File: config.mk
export PLATFORM = sky130hd
export DESIGN_NAME = output_channel_sequencer
export DESIGN_NICKNAME = d
export VERILOG_FILES = /design/src/rtl/output_channel_sequencer.sv
export SDC_FILE = /design/constraint.sdc
export NUM_CORES = 1
export LEC_CHECK = 0
export ABC_CLOCK_PERIOD_IN_PS = 3720
export CAP_MARGIN = 20
export CORE_MARGIN = 2
export CORE_UTILIZATION = 40
export CTS_CLUSTER_SIZE = 30
export DETAILED_ROUTE_END_ITERATION = 7
export PLACE_DENSITY = 0.89
export SLEW_MARGIN = 20
export SYNTH_ARGS = -nofsm -noshare
export SYNTH_HDL_FRONTEND = slang
export SYNTH_SLANG_ARGS = --single-unit
File: constraint.sdc
create_clock -name clk -period 3.72 [get_ports clk]
set_input_delay 0.744 -clock clk [delete_from_list [all_inputs] [get_ports clk]]
set_output_delay 0.744 -clock clk [all_outputs]
set_load 0.03 [all_outputs]
File: src/rtl/output_channel_sequencer.sv
// Output channel sequencer: picks one truncated filter channel for the output port.
// It supports fixed-select, round-robin scan with a per-channel dwell, and hold.
//
// mode       | meaning
// MODE_FIXED | output follows the select input; o_valid echoes the sample strobe
// MODE_SCAN  | round-robin over channels, dwell samples per channel
// MODE_HOLD  | outputs and scan state frozen, no strobes
// MODE_RSVD  | behaves as MODE_FIXED
module output_channel_sequencer #(
    parameter int NUM_FILTERS    = 8,
    parameter int SUM_TRUNCATION = 8,
    parameter int SEL_WIDTH      = 8,
    parameter int DWELL_WIDTH    = 8,
    localparam int CH_W          = $clog2(NUM_FILTERS)
) (
    input  logic                                  clk,
    input  logic                                  rst,
    input  logic [NUM_FILTERS*SUM_TRUNCATION-1:0] i_truncated_wavelet_out,
    input  logic                                  i_sample_valid,
    input  logic [1:0]                            i_mode,
    input  logic [SEL_WIDTH-1:0]                  i_select_output_channel,
    input  logic [DWELL_WIDTH-1:0]                i_dwell,
    output logic [SUM_TRUNCATION-1:0]             o_multiplexed_wavelet_out,
    output logic [CH_W-1:0]                       o_channel,
    output logic                                  o_valid,
    output logic                                  o_frame_start
);

    typedef enum logic [1:0] {
        MODE_FIXED = 2'b00,
        MODE_SCAN  = 2'b01,
        MODE_HOLD  = 2'b10,
        MODE_RSVD  = 2'b11
    } mode_t;

    mode_t                   mode_q, mode_in;
    logic [CH_W-1:0]         scan_ch, scan_ch_nxt;
    logic [DWELL_WIDTH-1:0]  dwell_cnt, dwell_cnt_nxt;
    logic [SUM_TRUNCATION-1:0] data_nxt;
    logic [CH_W-1:0]         channel_nxt;
    logic                    valid_nxt, frame_nxt;

    logic                    restart;
    logic [CH_W-1:0]         cur_ch, fix_ch, mux_ch;
    logic [DWELL_WIDTH-1:0]  cur_cnt;
    logic [DWELL_WIDTH:0]    cnt_inc, dwell_eff;
    logic [SUM_TRUNCATION-1:0] mux_data;

    assign mode_in = mode_t'(i_mode);

    // Entering scan from fixed/reserved restarts in the same cycle; resuming from hold does not.
    assign restart   = (mode_in == MODE_SCAN) && (mode_q != MODE_SCAN) && (mode_q != MODE_HOLD);
    assign cur_ch    = restart ? '0 : scan_ch;
    assign cur_cnt   = restart ? '0 : dwell_cnt;
    assign cnt_inc   = {1'b0, cur_cnt} + 1'b1;
    assign dwell_eff = (i_dwell == '0) ? (DWELL_WIDTH+1)'(1) : {1'b0, i_dwell};

    assign fix_ch   = (32'(i_select_output_channel) < NUM_FILTERS) ? CH_W'(i_select_output_channel) : '0;
    assign mux_ch   = (mode_in == MODE_SCAN) ? cur_ch : fix_ch;
    assign mux_data = i_truncated_wavelet_out[mux_ch*SUM_TRUNCATION +: SUM_TRUNCATION];

    always_ff @(posedge clk) begin
        if (rst) begin
            mode_q                    <= MODE_FIXED;
            scan_ch                   <= '0;
            dwell_cnt                 <= '0;
            o_multiplexed_wavelet_out <= '0;
            o_channel                 <= '0;
            o_valid                   <= 1'b0;
            o_frame_start             <= 1'b0;
        end else begin
            mode_q                    <= mode_in;
            scan_ch                   <= scan_ch_nxt;
            dwell_cnt                 <= dwell_cnt_nxt;
            o_multiplexed_wavelet_out <= data_nxt;
            o_channel                 <= channel_nxt;
            o_valid                   <= valid_nxt;
            o_frame_start             <= frame_nxt;
        end
    end

    always_comb begin
        scan_ch_nxt   = scan_ch;
        dwell_cnt_nxt = dwell_cnt;
        data_nxt      = o_multiplexed_wavelet_out;
        channel_nxt   = o_channel;
        valid_nxt     = 1'b0;
        frame_nxt     = 1'b0;
        case (mode_in)
            MODE_SCAN: begin
                scan_ch_nxt   = cur_ch;
                dwell_cnt_nxt = cur_cnt;
                if (i_sample_valid) begin
                    data_nxt    = mux_data;
                    channel_nxt = cur_ch;
                    valid_nxt   = 1'b1;
                    frame_nxt   = (cur_ch == '0) && (cur_cnt == '0);
                    // >= so a dwell shrunk below the running count advances immediately
                    if (cnt_inc >= dwell_eff) begin
                        dwell_cnt_nxt = '0;
                        scan_ch_nxt   = (cur_ch == CH_W'(NUM_FILTERS-1)) ? '0 : cur_ch + 1'b1;
                    end else begin
                        dwell_cnt_nxt = cur_cnt + 1'b1;
                    end
                end
            end
            MODE_HOLD: begin
            end
            default: begin
                data_nxt    = mux_data;
                channel_nxt = fix_ch;
                valid_nxt   = i_sample_valid;
            end
        endcase
    end

endmodule

== Word-level counts from Yosys, hierarchy flattened ==
Cells that the tools add are included.

* Register bits after elaboration: 26
* Bits of input ports: 85
* Output and inout bits: 13

* $add $sub $neg: 3
* Order comparisons: 2
* Eq/ne operators: 6
* Shift-type cells: 1
* Multiplexer cells: 16
* Bitwise logic cells: 3
* Reduce and logical (&&, ||, !) cells: 8

{| class="wikitable"
|+ Operators with widths
! operator !! count
|-
| 64-bit by 7-bit indexed part select with 8-bit output || 1
|-
| 8-bit two-way mux || 5
|-
| 3-bit two-way mux || 7
|-
| 8-bit logical NOT || 2
|-
| 8-bit one-hot mux with 2 select lines || 1
|-
| 8-bit by 1-bit adder with 9-bit output (second input constant) || 1
|-
| 9-bit by 8-bit >= comparator with 1-bit output || 1
|-
| 8-bit by 1-bit adder with 8-bit output (second input constant) || 1
|-
| 8-bit by 4-bit < comparator with 1-bit output (second input constant) || 1
|-
| 3-bit one-hot mux with 2 select lines || 1
|-
| 2-bit != test (second input constant) || 2
|-
| 3-bit by 1-bit adder with 3-bit output (second input constant) || 1
|-
| 3-bit equality test (second input constant) || 1
|-
| 1-bit logical AND || 3
|-
| 3-bit logical NOT || 1
|-
| 1-bit NOT || 3
|-
| 3-bit OR reduction || 1
|-
| 2-bit by 1-bit equality test with 1-bit output (second input constant) || 1
|-
| 2-bit equality test (second input constant) || 1
|-
| 2-bit by 1-bit != test with 1-bit output (second input constant) || 1
|-
| 1-bit one-hot mux with 2 select lines || 1
|-
| 2-bit AND reduction || 1
|-
| 1-bit two-way mux || 1
|}

== Depth between registers and ports, before layout ==
Gate-level depths: netlist of the first run.

* Depth after elaboration: 8
* Depth in mapped cells: 12
* Gate-level depth less buffers: 11

== Worst setup path before layout of the first run ==
Ideal clock, no wire load.

* Kind: input port to flip-flop
* Start: in i_mode[1]
* End: reg scan_ch[2]
* Library setup time: 0.121 ns
* Data arrival time: 2.929 ns
* Data required time: 3.599 ns
* Slack: 0.669 ns
* Stages: 12
* Path through: nand2b_1 > buf_2 > o2111a_2 > xnor2_1 > nor2_1 > ha_1 > a211oi_1 > nand2_1 > a31oi_1 > o21ai_2 > and3_1 > mux2_4

* Cells in the longest elaborated chain, start to end: 8
* Elaborated cells between the ends (all ways): 12

{| class="wikitable"
|+ RTL lines
! item !! line !! text
|-
| start, declared || 20 || <nowiki>input logic [1:0] i_mode,</nowiki>
|-
| 2-bit by 1-bit equality test with 1-bit output (*) || 52, 89 ||
|-
| 1-bit logical AND (2 in series) || 52 || <nowiki>assign restart = (mode_in == MODE_SCAN) && (mode_q != MODE_SCAN) && (mode_q != MODE_HOLD);</nowiki>
|-
| 8-bit two-way mux / 3-bit two-way mux (equally long branches) || 54, 53 ||
|-
| 8-bit by 1-bit adder with 9-bit output (tied with other cells) || 55 || <nowiki>assign cnt_inc = {1'b0, cur_cnt} + 1'b1;</nowiki>
|-
| 9-bit by 8-bit >= comparator with 1-bit output / 3-bit two-way mux (equally long branches) || 99, 101 ||
|-
| 3-bit two-way mux || 99 || <nowiki>if (cnt_inc >= dwell_eff) begin</nowiki>
|-
| 3-bit two-way mux || 93 || <nowiki>if (i_sample_valid) begin</nowiki>
|-
| end signal, assigned || 73 || <nowiki>scan_ch <= scan_ch_nxt;</nowiki>
|-
| end, declared || 37 || <nowiki>logic [CH_W-1:0] scan_ch, scan_ch_nxt;</nowiki>
|}

Mark *: on every way between the ends. The rest lies on a longest branch, timed or not.
A chain may end at the register's enable or synchronous reset.

== Worst setup path after layout of the first run ==
Same ends and word-level chain as after synthesis.

==> key figures, run 1 <==
Clocking
  – H-tree depth reported by CTS: 1
  – CTS Root Cell: sky130_fd_sc_hd__clkbuf_8
  – Clk sink count: 26
  – CTS buffer count: 3
  – Maximum number of buffers from clock root to sink: 2
  – Number of buffers added to fix hold violations after cts: 0
  – Clock network latency to the later pin of the worst-skew pair: 0.27 ns
  – CTS tree: built
  – Post-CTS Repair Setup Buffers: 0
  – Clock-pin slew of the registers on the worst-case setup and hold paths: 0.10 ns
  – Post-CTS resize count: 0

STA
  – Slew margin rel.: 0.374
  – Final critical-path required period: 3.37 ns
  – RSZ-0062 raised after global routing: no
  – Fmax achieved: 297 MHz
  – Worst Tran Pin Value: 0.936 ns
  – Number of endpoints failing setup at the final stage: 0
  – Setup_tns: 0 ns
  – Worst hold margin: 0.486 ns
  – Total count of max-transition violations in the final report: 0
  – Final clock period utilization by the worst path: 0.905
  – Final Hold Violating Endpoints: 0
  – Final clock skew: 0.00292 ns

Layout
  – Most common cell after layout, fill and taps aside: sky130_fd_sc_hd__clkdlybuf4s50_1
  – Number of filler cells placed in the layout: 457
  – Final core occ: 0.630
  – P&R area growth vs syn: 53.1%
  – Area of combinational cells with multiple inputs: 0.00146 mm²
  – Seq. cell area: 520 µm²
  – # nets final: 454
  – Most used cells in the layout excluding fill and tap cells: 97 x sky130_fd_sc_hd__clkdlybuf4s50_1, 27 x sky130_fd_sc_hd__nand2_1, 26 x sky130_fd_sc_hd__dfxtp_1
  – Diode insertion count for antenna repair: 0
  – Proportion of layout cells with a drive suffix above 1: 0.0728

Global routing
  – Maximum number of pins on one net before global-route repair: 26
  – Via count of the first global-routing pass: 2270
  – Initial antenna violation count: 0
  – Remaining Overflow, GRT: 0
  – Global routing usage summed across all routing layers: 0.220
  – First-pass GRT wire length: 10600 µm

Min path
  – Hold Path Depth: 2
  – Tightest Hold Check Type: flip-flop to flip-flop
  – Start point of the worst hold path: o_multiplexed_wavelet_out[1]
  – Endpoint of the worst hold-timing path: o_multiplexed_wavelet_out[1]

Drt
  – Count of routing violations after the opening detailed-route iteration: 128
  – Via count: 2346
  – Initial DRT Pass Iterations: 4
  – Average routed wire per standard cell: 15.0 µm
  – Antenna Violating Nets Remaining: 0
  – Via-per-instance ratio: 5.49
  – DRC violation count after routing: 0
  – Total wirelength of the detailed-routed design: 6400 µm

Power
  – Net Switching: 0.186 mW
  – Relative contribution of sequential cells to total power: 0.395
  – Clock network fraction of total power: 0.323
  – Power density over cell area: 232 mW/mm²
  – Switching power share of the total: 0.250
  – Maximum ir drop on the vdd rail: 173 µV
  – Internal: 0.557 mW
  – Leakage power: 1.22 nW
  – Proportion of power drawn by combinational gates: 0.282

Critical path
  – Length in cells of the worst reg-to-reg path: 11
  – Endpoint class of the critical path: flip-flop
  – Worst flop-to-flop path endpoint: scan_ch[2]
  – List of cells traversed by the critical path: clkdlybuf4s50_1, nand2b_1, o2111a_2, xnor2_1, nor2_1, ha_1, a211oi_1, nand2_1, a31oi_1, o21ai_2, and3_1, mux2_4
  – Required time of the worst setup path: 3.89 ns
  – Cell type of the slowest stage on the worst timing path: sky130_fd_sc_hd__clkdlybuf4s50_1
  – WS Path Type: input port to flip-flop
  – CP arrival: 3.54 ns
  – Delay of the slowest critical-path stage: 0.47 ns
  – Largest fanout of any net on the critical path: 6
  – Launch point of the worst reg-to-reg path: dwell_cnt[2]
  – Worst-case register-to-register setup slack: 0.78 ns
  – CP Launch Type: input port

Logic synthesis
  – Yosys cell types: 48
  – Post-synth top area share: 0.249
  – Largest cells by area after synthesis: sky130_fd_sc_hd__dfxtp_1 25%, sky130_fd_sc_hd__mux2i_1 8.6%, sky130_fd_sc_hd__ha_1 6.6%
  – Number of nets produced by synthesis: 358
  – Synthesis Warnings: 0
  – Cell taking the most area after synthesis: sky130_fd_sc_hd__dfxtp_1
  – Number of synthesized register bits: 26
  – Avg Synthesized Cell Area: 7.97 µm²
  – Share of the yosys chip area belonging to registers: 0.249
  – Number of cells produced by synthesis: 262
  – Area of the mapped netlist: 0.00209 mm²

Die
  – Die Y: 76.3 µm
  – Starting utilization of the core area: 0.411
  – Total Die Area: 0.00581 mm²
  – Chip width: 76.3 µm
  – CORE AREA: 0.00507 mm²
  – Number of rows created at floorplan: 26
  – I/O Pins: 98

Place
  – Gp weighted congestion: 0.867
  – Placed wire-length estimate: 5160 µm
  – Total of buffers placed on input and output ports: 97

Flow run
  – Max-Cap Viols: 0

Outcome
  – Status: finished clean
[synthesized netlist by cell type, drive strengths merged]
master / count
o21ai: 14
ha: 11
a22o: 3
xor2: 5
nand4: 3
o22a: 8
clkbuf: 8
mux2: 9
nand4b: 1
nor4b: 1
nor2: 21
and2: 2
o211ai: 8
nor3: 7
dfxtp: 26
o21a: 2
buf: 4
a22oi: 1
xnor2: 2
a2111oi: 1
o2111a: 1
a41oi: 2
a21oi: 11
nor4: 2
and3: 3
mux2i: 18
and4: 1
nand3: 22
inv: 11
a31oi: 11
nand2b: 3
nand2: 28
a211oi: 2
nor3b: 1
nor2b: 5
a32oi: 1
and3b: 2
a41o: 1
[stage by stage]
stage | std cells | setup slack, ns | power [mW] | cell area, µm²
6_report | 427 | 0.352 | 0.743 | 3200
5_1_grt | 427 | 0.170 | 0.773 | 3200
4_1_cts | 427 | 0.365 | 0.745 | 3200
3_5_place_dp | 423 | 0.0737 | 0.507 | 3130
3_3_place_gp | 423 | 0.184 | 0.503 | 3130
2_1_floorplan | 262 | 0.669 | 0.381 | 2090
[critical path, delay by kind of cell]
| kind | cells | cell delay [ns] |
|---|---|---|
| AO/OA/AOI/OAI | 4 | 0.96 |
| AND/OR/NAND/NOR | 4 | 0.59 |
| buffers and inverters | 1 | 0.47 |
| adder cells (fa/ha/maj) | 1 | 0.32 |
| multiplexers | 1 | 0.29 |
| XOR/XNOR | 1 | 0.18 |
[per-layer routing]
layer	up-vias	share of wire	GRT usage
met5	-	0	0
met4	0	0.021	0.0636
met3	12	0.057	0.0249
met2	75	0.50	0.379
met1	1103	0.42	0.290
li1	1156	-	-
[power by group through the flow]
stage | registers (mW) | logic (mW) | clock network [mW]
after floorplan | 0.315 | 0.0664 | 0
after global placement | 0.299 | 0.204 | 0
after detailed placement | 0.300 | 0.208 | 0
after CTS | 0.293 | 0.209 | 0.243
after global routing | 0.294 | 0.226 | 0.253
final | 0.293 | 0.209 | 0.240
[sequential cells by signal (all words and copies together), names as in the netlist]
| register | flops |
|---|---|
| o_multiplexed_wavelet_out | 8 |
| dwell_cnt | 8 |
| o_valid | 1 |
| scan_ch | 3 |
| mode_q | 2 |
| o_frame_start | 1 |
| o_channel | 3 |
[worst max path at each step]
stage	from	end	slack, ns	cells after the start
after floorplan	i_mode[1]	scan_ch[2]	0.67	12
after global placement	i_mode[1]	scan_ch[2]	0.18	12
after detailed placement	i_mode[1]	scan_ch[2]	0.07	12
after CTS	i_mode[1]	scan_ch[2]	0.36	12
after global routing	i_mode[1]	scan_ch[2]	0.17	12
final	i_mode[1]	scan_ch[2]	0.35	12
[area by class of cell]
cell class	instances	area share
Clock buffer	3	0.0129
Sequential cell	26	0.163
Multi-Input combinational cell	213	0.457
Tap cell	70	0.0274
Inverter	11	0.0129
Timing Repair Buffer	103	0.318
Clock inverter	1	0.00939
[logic make-up (layout without fill, tap and decap cells)]
| kind of cell | after synthesis | after routing | synth area share |
|---|---|---|---|
| xor gates and xnor gates | 7 | 7 | 0.0330 |
| adders and majority gates | 11 | 11 | 0.0659 |
| muxes | 27 | 27 | 0.137 |
| AOI/OAI and AO/OA | 66 | 66 | 0.226 |
| DFF | 26 | 26 | 0.249 |
| and+or+nand+nor | 102 | 102 | 0.237 |
| buffers and inverters | 23 | 118 | 0.0515 |
No activity file was read; power rests on OpenSTA's default activity.
==> run 2: changes to the inputs <==
Settings changed: CTS_CLUSTER_DIAMETER from default to 60, CTS_CLUSTER_SIZE 30 to 24.
==> results of run 2 <==
The final DEF is identical to that of run 1; final timing and power are the same.
